--- src/rtl/xosera_bus_master_pkg.sv ---
// rtl/xosera_bus_master_pkg.sv - shared strobe polarities and bus master state type
package xv;

  localparam logic CS_ENABLED = 1'b0;
  localparam logic RnW_READ   = 1'b1;
  localparam logic RnW_WRITE  = ~RnW_READ;

  typedef enum logic [2:0] {
    IDLE,
    SETUP,
    STROBE,
    HOLD,
    RELEASE,
    DONE
  } busm_state_t;

endpackage

--- src/rtl/xosera_bus_master_if.sv ---
// rtl/xosera_bus_master_if.sv - request/response handshake and Xosera pin bundle
interface xosera_bus_master_if;
  logic        req_valid_i;
  logic        req_ready_o;
  logic        req_wr_i;
  logic [3:0]  req_reg_i;
  logic        req_byte_i;
  logic        req_bytesel_i;
  logic [15:0] req_data_i;
  logic        rsp_valid_o;
  logic [15:0] rsp_data_o;
  logic        rsp_timeout_o;
  logic        bus_cs_n_o;
  logic        bus_rd_nwr_o;
  logic        bus_bytesel_o;
  logic [3:0]  bus_reg_num_o;
  logic [7:0]  bus_data_o;
  logic        bus_data_oe_o;
  logic [7:0]  bus_data_i;
  logic        bus_dtack_n_i;

  modport master (
    input  req_valid_i, req_wr_i, req_reg_i, req_byte_i, req_bytesel_i, req_data_i,
    input  bus_data_i, bus_dtack_n_i,
    output req_ready_o, rsp_valid_o, rsp_data_o, rsp_timeout_o,
    output bus_cs_n_o, bus_rd_nwr_o, bus_bytesel_o, bus_reg_num_o, bus_data_o, bus_data_oe_o
  );

  modport slave (
    output req_valid_i, req_wr_i, req_reg_i, req_byte_i, req_bytesel_i, req_data_i,
    output bus_data_i, bus_dtack_n_i,
    input  req_ready_o, rsp_valid_o, rsp_data_o, rsp_timeout_o,
    input  bus_cs_n_o, bus_rd_nwr_o, bus_bytesel_o, bus_reg_num_o, bus_data_o, bus_data_oe_o
  );
endinterface

--- src/rtl/xosera_bus_master_sync_ff.sv ---
// rtl/xosera_bus_master_sync_ff.sv - multi-stage synchronizer, resets to deasserted (1)
module xosera_sync_ff #(
  parameter int SYNC_STAGES = 2
) (
  input  logic clk,
  input  logic reset_n_i,
  input  logic d_i,
  output logic q_o
);

  logic [SYNC_STAGES-1:0] sync_q;

  if (SYNC_STAGES == 1) begin : g_one
    always_ff @(posedge clk or negedge reset_n_i) begin
      if (!reset_n_i) sync_q <= '1;
      else            sync_q <= d_i;
    end
  end else begin : g_chain
    always_ff @(posedge clk or negedge reset_n_i) begin
      if (!reset_n_i) sync_q <= '1;
      else            sync_q <= {sync_q[SYNC_STAGES-2:0], d_i};
    end
  end

  assign q_o = sync_q[SYNC_STAGES-1];

endmodule

--- src/rtl/xosera_bus_master.sv ---
// rtl/xosera_bus_master.sv - valid/ready register requests to sequenced Xosera bus cycles
// Words go out as two byte cycles, even (high) byte first.
module xosera_bus_master
  import xv::*;
#(
  parameter int SETUP_CYCLES   = 1,
  parameter int HOLD_CYCLES    = 1,
  parameter int TIMEOUT_CYCLES = 64,
  parameter int SYNC_STAGES    = 2
) (
  input logic                 clk,
  input logic                 reset_n_i,
  xosera_bus_master_if.master bus
);

  localparam int PH_MAX = (SETUP_CYCLES > HOLD_CYCLES) ? SETUP_CYCLES : HOLD_CYCLES;
  localparam int PW     = $clog2(PH_MAX + 1);
  localparam int TW     = $clog2(TIMEOUT_CYCLES + 1);
  localparam logic [PW-1:0] SETUP_LAST = PW'(SETUP_CYCLES - 1);
  localparam logic [PW-1:0] HOLD_LAST  = PW'(HOLD_CYCLES - 1);
  localparam logic [TW-1:0] TO_LAST    = TW'(TIMEOUT_CYCLES - 1);

  busm_state_t   state_q, state_d;
  logic [PW-1:0] ph_q, ph_d;
  logic [TW-1:0] to_q, to_d;
  logic          wr_q, wr_d;
  logic          pend_q, pend_d;
  logic [7:0]    lo_q, lo_d;
  logic [15:0]   rdata_q, rdata_d;
  logic          tmo_q, tmo_d;
  logic          cs_n_q, cs_n_d;
  logic          rnw_q, rnw_d;
  logic          bsel_q, bsel_d;
  logic [3:0]    reg_q, reg_d;
  logic [7:0]    dout_q, dout_d;
  logic          oe_q, oe_d;
  logic          ready_q, ready_d;
  logic          rvalid_q, rvalid_d;
  logic [15:0]   rsp_data_q, rsp_data_d;
  logic          rsp_to_q, rsp_to_d;
  logic          dtack_n_s;

  xosera_sync_ff #(.SYNC_STAGES(SYNC_STAGES)) u_dtack_sync (
    .clk       (clk),
    .reset_n_i (reset_n_i),
    .d_i       (bus.bus_dtack_n_i),
    .q_o       (dtack_n_s)
  );

  always_ff @(posedge clk or negedge reset_n_i) begin
    if (!reset_n_i) begin
      state_q    <= IDLE;
      ph_q       <= '0;
      to_q       <= '0;
      wr_q       <= 1'b0;
      pend_q     <= 1'b0;
      lo_q       <= '0;
      rdata_q    <= '0;
      tmo_q      <= 1'b0;
      cs_n_q     <= ~CS_ENABLED;
      rnw_q      <= RnW_READ;
      bsel_q     <= 1'b0;
      reg_q      <= '0;
      dout_q     <= '0;
      oe_q       <= 1'b0;
      ready_q    <= 1'b1;
      rvalid_q   <= 1'b0;
      rsp_data_q <= '0;
      rsp_to_q   <= 1'b0;
    end else begin
      state_q    <= state_d;
      ph_q       <= ph_d;
      to_q       <= to_d;
      wr_q       <= wr_d;
      pend_q     <= pend_d;
      lo_q       <= lo_d;
      rdata_q    <= rdata_d;
      tmo_q      <= tmo_d;
      cs_n_q     <= cs_n_d;
      rnw_q      <= rnw_d;
      bsel_q     <= bsel_d;
      reg_q      <= reg_d;
      dout_q     <= dout_d;
      oe_q       <= oe_d;
      ready_q    <= ready_d;
      rvalid_q   <= rvalid_d;
      rsp_data_q <= rsp_data_d;
      rsp_to_q   <= rsp_to_d;
    end
  end

  always_comb begin
    state_d    = state_q;
    ph_d       = ph_q;
    to_d       = to_q;
    wr_d       = wr_q;
    pend_d     = pend_q;
    lo_d       = lo_q;
    rdata_d    = rdata_q;
    tmo_d      = tmo_q;
    cs_n_d     = cs_n_q;
    rnw_d      = rnw_q;
    bsel_d     = bsel_q;
    reg_d      = reg_q;
    dout_d     = dout_q;
    oe_d       = oe_q;
    ready_d    = ready_q;
    rvalid_d   = 1'b0;
    rsp_data_d = rsp_data_q;
    rsp_to_d   = rsp_to_q;

    unique case (state_q)
      IDLE: begin
        ready_d = 1'b1;
        if (bus.req_valid_i) begin
          wr_d    = bus.req_wr_i;
          pend_d  = ~bus.req_byte_i;
          lo_d    = bus.req_data_i[7:0];
          rdata_d = '0;
          tmo_d   = 1'b0;
          reg_d   = bus.req_reg_i;
          rnw_d   = bus.req_wr_i ? RnW_WRITE : RnW_READ;
          bsel_d  = bus.req_byte_i ? bus.req_bytesel_i : 1'b0;
          if (!bus.req_wr_i)      dout_d = '0;
          else if (bus.req_byte_i) dout_d = bus.req_data_i[7:0];
          else                     dout_d = bus.req_data_i[15:8];
          oe_d    = bus.req_wr_i;
          ph_d    = '0;
          ready_d = 1'b0;
          state_d = SETUP;
        end
      end
      SETUP: begin
        if (ph_q == SETUP_LAST) begin
          cs_n_d  = CS_ENABLED;
          to_d    = '0;
          state_d = STROBE;
        end else begin
          ph_d = ph_q + 1'b1;
        end
      end
      STROBE: begin
        if (!dtack_n_s) begin
          // pend_q still set means this is the first (high) byte of a word
          if (!wr_q) begin
            if (pend_q) rdata_d[15:8] = bus.bus_data_i;
            else        rdata_d[7:0]  = bus.bus_data_i;
          end
          cs_n_d  = ~CS_ENABLED;
          ph_d    = '0;
          state_d = HOLD;
        end else if (to_q == TO_LAST) begin
          cs_n_d  = ~CS_ENABLED;
          tmo_d   = 1'b1;
          pend_d  = 1'b0;
          ph_d    = '0;
          state_d = HOLD;
        end else begin
          to_d = to_q + 1'b1;
        end
      end
      HOLD: begin
        if (ph_q == HOLD_LAST) begin
          oe_d    = 1'b0;
          to_d    = '0;
          state_d = RELEASE;
        end else begin
          ph_d = ph_q + 1'b1;
        end
      end
      RELEASE: begin
        if (dtack_n_s && pend_q && !tmo_q) begin
          pend_d  = 1'b0;
          bsel_d  = 1'b1;
          dout_d  = wr_q ? lo_q : 8'h00;
          oe_d    = wr_q;
          ph_d    = '0;
          state_d = SETUP;
        end else if (dtack_n_s || to_q == TO_LAST) begin
          rvalid_d   = 1'b1;
          rsp_to_d   = tmo_q | ~dtack_n_s;
          rsp_data_d = (wr_q || tmo_q || !dtack_n_s) ? 16'h0000 : rdata_q;
          state_d    = DONE;
        end else begin
          to_d = to_q + 1'b1;
        end
      end
      DONE: begin
        ready_d = 1'b1;
        state_d = IDLE;
      end
      default: state_d = IDLE;
    endcase
  end

  assign bus.req_ready_o   = ready_q;
  assign bus.rsp_valid_o   = rvalid_q;
  assign bus.rsp_data_o    = rsp_data_q;
  assign bus.rsp_timeout_o = rsp_to_q;
  assign bus.bus_cs_n_o    = cs_n_q;
  assign bus.bus_rd_nwr_o  = rnw_q;
  assign bus.bus_bytesel_o = bsel_q;
  assign bus.bus_reg_num_o = reg_q;
  assign bus.bus_data_o    = dout_q;
  assign bus.bus_data_oe_o = oe_q;

endmodule

--- src/flat_wrapper.sv ---
// flat-port wrapper written by rule: the top's interface ports become plain ports
module xosera_bus_master_flat import xv::*;
#(
  parameter int SETUP_CYCLES   = 1,
  parameter int HOLD_CYCLES    = 1,
  parameter int TIMEOUT_CYCLES = 64,
  parameter int SYNC_STAGES    = 2
)
  (clk, reset_n_i, bus_req_valid_i, bus_req_wr_i, bus_req_reg_i, bus_req_byte_i, bus_req_bytesel_i, bus_req_data_i, bus_bus_data_i, bus_bus_dtack_n_i, bus_req_ready_o, bus_rsp_valid_o, bus_rsp_data_o, bus_rsp_timeout_o, bus_bus_cs_n_o, bus_bus_rd_nwr_o, bus_bus_bytesel_o, bus_bus_reg_num_o, bus_bus_data_o, bus_bus_data_oe_o);
  xosera_bus_master_if bus_i ();
  input logic clk;
  input logic reset_n_i;
  input wire logic [$bits(bus_i.req_valid_i)-1:0] bus_req_valid_i;
  input wire logic [$bits(bus_i.req_wr_i)-1:0] bus_req_wr_i;
  input wire logic [$bits(bus_i.req_reg_i)-1:0] bus_req_reg_i;
  input wire logic [$bits(bus_i.req_byte_i)-1:0] bus_req_byte_i;
  input wire logic [$bits(bus_i.req_bytesel_i)-1:0] bus_req_bytesel_i;
  input wire logic [$bits(bus_i.req_data_i)-1:0] bus_req_data_i;
  input wire logic [$bits(bus_i.bus_data_i)-1:0] bus_bus_data_i;
  input wire logic [$bits(bus_i.bus_dtack_n_i)-1:0] bus_bus_dtack_n_i;
  output wire logic [$bits(bus_i.req_ready_o)-1:0] bus_req_ready_o;
  output wire logic [$bits(bus_i.rsp_valid_o)-1:0] bus_rsp_valid_o;
  output wire logic [$bits(bus_i.rsp_data_o)-1:0] bus_rsp_data_o;
  output wire logic [$bits(bus_i.rsp_timeout_o)-1:0] bus_rsp_timeout_o;
  output wire logic [$bits(bus_i.bus_cs_n_o)-1:0] bus_bus_cs_n_o;
  output wire logic [$bits(bus_i.bus_rd_nwr_o)-1:0] bus_bus_rd_nwr_o;
  output wire logic [$bits(bus_i.bus_bytesel_o)-1:0] bus_bus_bytesel_o;
  output wire logic [$bits(bus_i.bus_reg_num_o)-1:0] bus_bus_reg_num_o;
  output wire logic [$bits(bus_i.bus_data_o)-1:0] bus_bus_data_o;
  output wire logic [$bits(bus_i.bus_data_oe_o)-1:0] bus_bus_data_oe_o;
  assign bus_i.req_valid_i = bus_req_valid_i;
  assign bus_i.req_wr_i = bus_req_wr_i;
  assign bus_i.req_reg_i = bus_req_reg_i;
  assign bus_i.req_byte_i = bus_req_byte_i;
  assign bus_i.req_bytesel_i = bus_req_bytesel_i;
  assign bus_i.req_data_i = bus_req_data_i;
  assign bus_i.bus_data_i = bus_bus_data_i;
  assign bus_i.bus_dtack_n_i = bus_bus_dtack_n_i;
  assign bus_req_ready_o = bus_i.req_ready_o;
  assign bus_rsp_valid_o = bus_i.rsp_valid_o;
  assign bus_rsp_data_o = bus_i.rsp_data_o;
  assign bus_rsp_timeout_o = bus_i.rsp_timeout_o;
  assign bus_bus_cs_n_o = bus_i.bus_cs_n_o;
  assign bus_bus_rd_nwr_o = bus_i.bus_rd_nwr_o;
  assign bus_bus_bytesel_o = bus_i.bus_bytesel_o;
  assign bus_bus_reg_num_o = bus_i.bus_reg_num_o;
  assign bus_bus_data_o = bus_i.bus_data_o;
  assign bus_bus_data_oe_o = bus_i.bus_data_oe_o;
  xosera_bus_master #(.SETUP_CYCLES(SETUP_CYCLES), .HOLD_CYCLES(HOLD_CYCLES), .TIMEOUT_CYCLES(TIMEOUT_CYCLES), .SYNC_STAGES(SYNC_STAGES)) u_core (.clk(clk), .reset_n_i(reset_n_i), .bus(bus_i));
endmodule
--- config.mk ---
export PLATFORM = sky130hd
export DESIGN_NAME = xosera_bus_master_flat
export DESIGN_NICKNAME = d
export VERILOG_FILES = /design/src/rtl/xosera_bus_master_pkg.sv /design/src/rtl/xosera_bus_master_if.sv /design/src/rtl/xosera_bus_master_sync_ff.sv /design/src/rtl/xosera_bus_master.sv /design/src/flat_wrapper.sv
export SDC_FILE = /design/constraint.sdc
export NUM_CORES = 1
export LEC_CHECK = 0
export ABC_CLOCK_PERIOD_IN_PS = 1650
export BUFFER_PORTS_ARGS = -buffer_cell sky130_fd_sc_hd__clkbuf_2
export CAP_MARGIN = 20
export CORE_MARGIN = 4
export CORE_UTILIZATION = 50
export CTS_BUF_LIST = sky130_fd_sc_hd__clkbuf_8
export DETAILED_ROUTE_END_ITERATION = 10
export PLACE_DENSITY = 0.77
export SLEW_MARGIN = 20
export SYNTH_ARGS = -nofsm -noshare
export SYNTH_HDL_FRONTEND = slang
export SYNTH_HIERARCHICAL = 1
export SYNTH_SLANG_ARGS = --single-unit
--- constraint.sdc ---
create_clock -name clk -period 1.65 [get_ports clk]
set_input_delay 0.0825 -clock clk [delete_from_list [all_inputs] [get_ports clk]]
set_output_delay 0.0825 -clock clk [all_outputs]
set_load 0.02 [all_outputs]
# Word level (Yosys, flattened, before mapping)
# Index checks and enable logic that the tools add are counted.
# word_totals
regBits	75
latchBits	0
mem_bits_rw	0
rom_bits	0
inputBits	35
output_inout_bits	35
wordCells	132
memories	0
# op_classes
n_addsub	2
n_mul	0
div	0
magnitude_cmp	0
n_eq_ne	22
n_shift	0
n_mux	55
bitwise	4
reduce_logical	29
# op_table
operator	n
two-way mux 16 bit	4
two-way mux 8 bit	7
two-way mux 7 bit	5
one-hot mux 16 bit (2 select lines)	1
!= test 2 bit, second input constant	11
two-way mux 1 bit	21
two-way mux 3 bit	7
one-hot mux 7 bit (3 select lines)	1
AND reduction 5 bit	4
one-hot mux 8 bit (2 select lines)	1
one-hot mux 3 bit (5 select lines)	1
AND reduction 4 bit	3
AND reduction 3 bit	3
nonzero test 3 bit	3
one-hot mux 1 bit (2 select lines)	4
nonzero test 2 bit	4
adder 7 x 1 -> 7 bit, second input constant	1
== test 7 x 6 -> 1 bit, second input constant	1
== test 3 x 2 -> 1 bit, second input constant	2
== test 3 bit, second input constant	2
!= test 2 x 1 -> 1 bit, second input constant	3
one-hot mux 1 bit (3 select lines)	2
AND reduction 6 bit	1
one-hot mux 1 bit (4 select lines)	1
other kinds (13)	19

# Depth between registers and ports, before layout
# depth
ltp_word	5
mapped_depth	7
depth_no_buf	5

# Hierarchy
# Netlist, hierarchy kept.
# modules_own_cells
module	n_inst	cells_per_inst	area_each_um2	seq_area_each_um2
xosera_bus_master	1	340	3334.4	1805.5
xosera_sync_ff	1	2	52.6	52.6

# Worst setup path after synthesis
# No wires, ideal clock.
# synth_timing
kind	reg-to-reg
startpoint	register u_core.to_q[0]
endpoint	register u_core.rsp_data_q[10] (netlist: u_core/bus.rsp_data_o[10])
setup_ps	79
arrival_ps	1594
t_required_ps	1571
path_slack_ps	-23
stages_incl_launch_ff	8
n_path_buf	2
period_less_slack_ps	1673
cell_sequence	dfrtp_1 > ha_1 > nand4_1 > o21ai_2 > nor2b_1 > buf_4 > buf_6 > mux2i_1
# synth_via
elab_chain_len	3
# synth_lines
item	line	rtl
start: declaration	xosera_bus_master.sv:25	logic [TW-1:0] to_q, to_d;
start signal: assignment	xosera_bus_master.sv:73	to_q <= to_d;
== test 7 x 6 -> 1 bit	xosera_bus_master.sv:179	end else if (dtack_n_s || to_q == TO_LAST) begin
logical OR 1 bit	xosera_bus_master.sv:179	
AND reduction 3 bit (no line)	-	
end signal: assignment	xosera_bus_master.sv:87	rsp_data_q <= rsp_data_d;
end: declaration	xosera_bus_master.sv:39	logic [15:0] rsp_data_q, rsp_data_d;
# No other way between the ends.
# A chain may end at the register's enable or synchronous reset.

# Final worst setup path
# layout_timing
startpoint	register u_core.u_dtack_sync.sync_q[1]
endpoint	register u_core.pend_q
# layout_via
elab_chain_len	4
elab_cells_between_ends	5
classes_between	2 x eq/ne; 3 x reduce/logical
# layout_lines
item	line	rtl
start: declaration	xosera_bus_master_sync_ff.sv:11	logic [SYNC_STAGES-1:0] sync_q;
start signal: assignment	xosera_bus_master_sync_ff.sv:21	else sync_q <= {sync_q[SYNC_STAGES-2:0], d_i};
logical AND 1 bit (2 in series)	xosera_bus_master.sv:172	if (dtack_n_s && pend_q && !tmo_q) begin
!= test 2 x 1 -> 1 bit (no line)	-	
AND reduction 5 bit (no line) (*)	-	
end signal: assignment	xosera_bus_master.sv:75	pend_q <= pend_d;
end: declaration	xosera_bus_master.sv:27	logic pend_q, pend_d;
# Every way passes the cells marked *; elsewhere a longest branch is shown, timed or not.

==> impl_metrics.toml <==
[floorplanning]
row_count = 29
ios = 70
start_util_pct = 52.44
die_h_um = 90.31
die_area_um2 = 8155
dieWidth_um = 90.31
core_area_um2 = 6459

[route]
route.detailed.drc = 0
firstDrtPassIters = 5
antenna_left = 0
drt_wl_total_mm = 8.355
wl_per_cell_um = 15.53
via_per_inst = 5.403
vias = 2907
drtIter0Drc = 155

[run_status]
violations = "setup timing"
outcome = "finished with violations"

[setup_path]
end_kind = "flop"
criticalPathCategory = "flop to flop"
timing.critical_path.fanout_max = 7
critPathLaunchType = "flop"
arrival_ps = 1920
crit_required_ps = 1890

[global_routing]
grt_usage_pct = 21.34
overflow = 0
grt_max_degree = 75
grt_pass1_wl_mm = 13.91
antenna_found_initial = 0
grt_pass1_vias = 2917

[finish]
multi_input_area_um2 = 1459
n_fill_cell = 459
drive_gt1_share_pct = 32.17
syn_to_final_growth_pct = 34.80
nNetsFinal = 491
fin_util_pct = 70.69
seq_area_um2 = 1858

[worst_hold_path]
hold_path_class = "primary input to flop"

[sta]
slew_violations = 0
hold_viol_final = 0
worstMarginPinSlew_ps = 502.1
rsz0062_at_grt = "true"
finalSetupViolations = 3
layout_setup_ws_ps = -33.81
finalSetupTns_ps = -60.50
fin_crit_sh_pct = 102.0
fin_skew_ps = 11.57
finalCriticalPeriod_ps = 1684
fmax_mhz = 593.9
max_slew_margin_pct = 66.53

[logic_synthesis]
synth_seq_cells = 74
synthSimpleGateAreaFrac_pct = 17.99
synth-edff-count = 0
seq_area_frac_synth_pct = 54.86
synth_compound_area_share_pct = 12.93
synthesis.nets = 378
syn_avg_cell_area_um2 = 9.904
synth-async-reset-ratio_pct = 100.0
synth_top_family_by_area = "simple AND/OR/NAND/NOR gates"
synth_area_um2 = 3387
synthAdderAreaFrac_pct = 0.3694
synth.area.mux_share_pct = 8.423
synth_ff_type = "dfrtp_1"
synth.distinct_cells = 49
synthXorXnorAreaFrac_pct = 0.2586
yosysWarnings = 6
syn_inst = 342

[clock_network]
root_buffer = "clkbuf_8"
clock_path_buffers = 2
clk_latency_ps = 360
clkTransAtPathRegs_ps = 80
cts_max_level = 3
cts_made_buffers = 9
cts_tree = "built"
cts.sinks = 74

[power]
p_leak_nw = 2.175
powerDensity_nw_per_um2 = 1696
vdd_ir_drop_max_mv = 1.127

[place]
place.gp.congestion = 0.8300
io_buffer_count = 69
pre_cts_slack_ps = -136.9
dpl.hpwl_mm = 5.381

[run]
maxCapViolCount = 0
==> flip-flops by register name (all words and copies together), names as in the netlist, 2 cells and up <==
signal and flops:
u_core/bus.bus_data_o 8, u_core/bus.bus_reg_num_o 4, u_core/bus.rsp_data_o 16, u_core/lo_q 8
u_core/rdata_q 16, u_core/state_q 3, u_core/to_q 7, u_core/u_dtack_sync/sync_q 2
==> cell usage in the layout, fill, tap and decap left out, types with 3 or more instances in the layout <==
cell type	netlist	layout
a211o_1	3	3
a21oi_1	15	15
a2bb2oi_1	8	8
a31oi_1	3	3
buf_12	0	4
buf_4	1	23
buf_6	4	3
bufinv_16	0	3
clkbuf_2	0	68
clkbuf_8	0	9
dfrtp_1	69	69
dfstp_2	5	5
dlygate4sd3_1	0	20
inv_1	20	21
mux2_2	4	4
mux2i_1	24	23
nand2_1	85	83
nor2_1	20	18
o21ai_0	23	23
==> final timing paths <==
kind	end	cells past startpoint	startpoint	slack (ps)
min	u_core/rdata_q[4]	3	bus_bus_data_i[4]	20
min reg2reg	u_core/u_dtack_sync/sync_q[1]	0	u_core/u_dtack_sync/sync_q[0]	350
max in group asynchronous	u_core/u_dtack_sync/sync_q[0]	3	reset_n_i	1000
min in group asynchronous	u_core/bus.rsp_data_o[0]	3	reset_n_i	270
max reg2reg	u_core/pend_q	4	u_core/u_dtack_sync/sync_q[1]	-30
max	u_core/pend_q	4	u_core/u_dtack_sync/sync_q[1]	-30
==> logic make-up (layout without fill, tap and decap cells) <==
family	after synthesis	after routing
DFF	74	74
muxes	28	28
other	0	1
AOI/OAI and AO/OA	67	67
and+or+nand+nor	134	134
xor gates and xnor gates	1	1
buffers and inverters	37	155
adders and majority gates	1	1
==> synth_stat cells, types with 2 or more instances <==
cell | n | area [um^2]
a211o_1 | 3 | 26.28
a21oi_1 | 15 | 75.07
a2bb2oi_1 | 8 | 70.07
a31oi_1 | 3 | 18.77
and2_1 | 2 | 12.51
and3_1 | 2 | 12.51
buf_1 | 2 | 7.510
buf_2 | 2 | 10.01
buf_6 | 4 | 45.04
clkbuf_1 | 8 | 30.03
dfrtp_1 | 69 | 1727
dfstp_2 | 5 | 131.4
inv_1 | 20 | 75.07
mux2_2 | 4 | 45.04
mux2i_1 | 24 | 240.2
nand2_1 | 85 | 319.1
nand2b_1 | 2 | 12.51
nand3_1 | 2 | 10.01
nand4_1 | 2 | 12.51
nor2_1 | 20 | 75.07
nor2b_1 | 3 | 18.77
nor3_1 | 2 | 10.01
nor3b_1 | 3 | 22.52
nor4b_1 | 2 | 17.52
nor4bb_1 | 2 | 20.02
o21ai_0 | 23 | 115.1
o21ai_1 | 2 | 10.01
o22ai_1 | 2 | 12.51
==> where the power goes <==
group	total, mW	switching, mW	internal, mW
sequential	2.91	0.431	2.48
clock	1.68	0.675	1.00
combinational	3.15	1.83	1.32
total	7.74	2.94	4.81
==> what timing repair did <==
action                     in CTS  in global routing
hold endpoints to repair       89                  1
setup buffers                   3                  4
setup endpoints to repair      46                 43
pin swaps                       2                  6
gates cloned                    0                  0
hold buffers                   19                  1
gates resized for setup         8                 19
==> final cells by class <==
cell class	count	area share [%]
Multi-Input combinational cell	231	31.95
Inverter	20	1.644
Sequential cell	74	40.70
Clock inverter	7	2.603
Clock buffer	9	2.713
Timing Repair Buffer	119	18.22
Tap cell	77	2.110
Antenna cell	1	0.05481
==> stage by stage <==
stage / total power, mW / area, um^2 / hold slack, ps / instances
5_1_grt: 8.259 / 4563 / 20.74 / 537
4_1_cts: 7.553 / 4424 / 5.011 / 532
2_1_floorplan: 4.738 / 3391 / -213.1 / 342
6_report: 7.742 / 4566 / 16.93 / 538
3_3_place_gp: 5.653 / 3941 / 142.3 / 494
3_5_place_dp: 5.778 / 3941 / 144.3 / 494
==> metal layers <==
layer	GRT usage, %	wire length (um)	share of wire [%]	vias to the layer above
met5	0	0	0	-
met4	5.740	72	0.86	0
met3	7.667	537	6.4	14
met2	35.03	4354	52	110
met1	26.79	3390	41	1404
li1	-	-	-	1379
==> worst max-delay path, stage by stage, from the launching register on <==
cell and delay, ps:
dfstp_2 620, inv_1 70, o41ai_1 370, nand4_1 190, mux2_2 300
(Power assumes the default switching activity.)
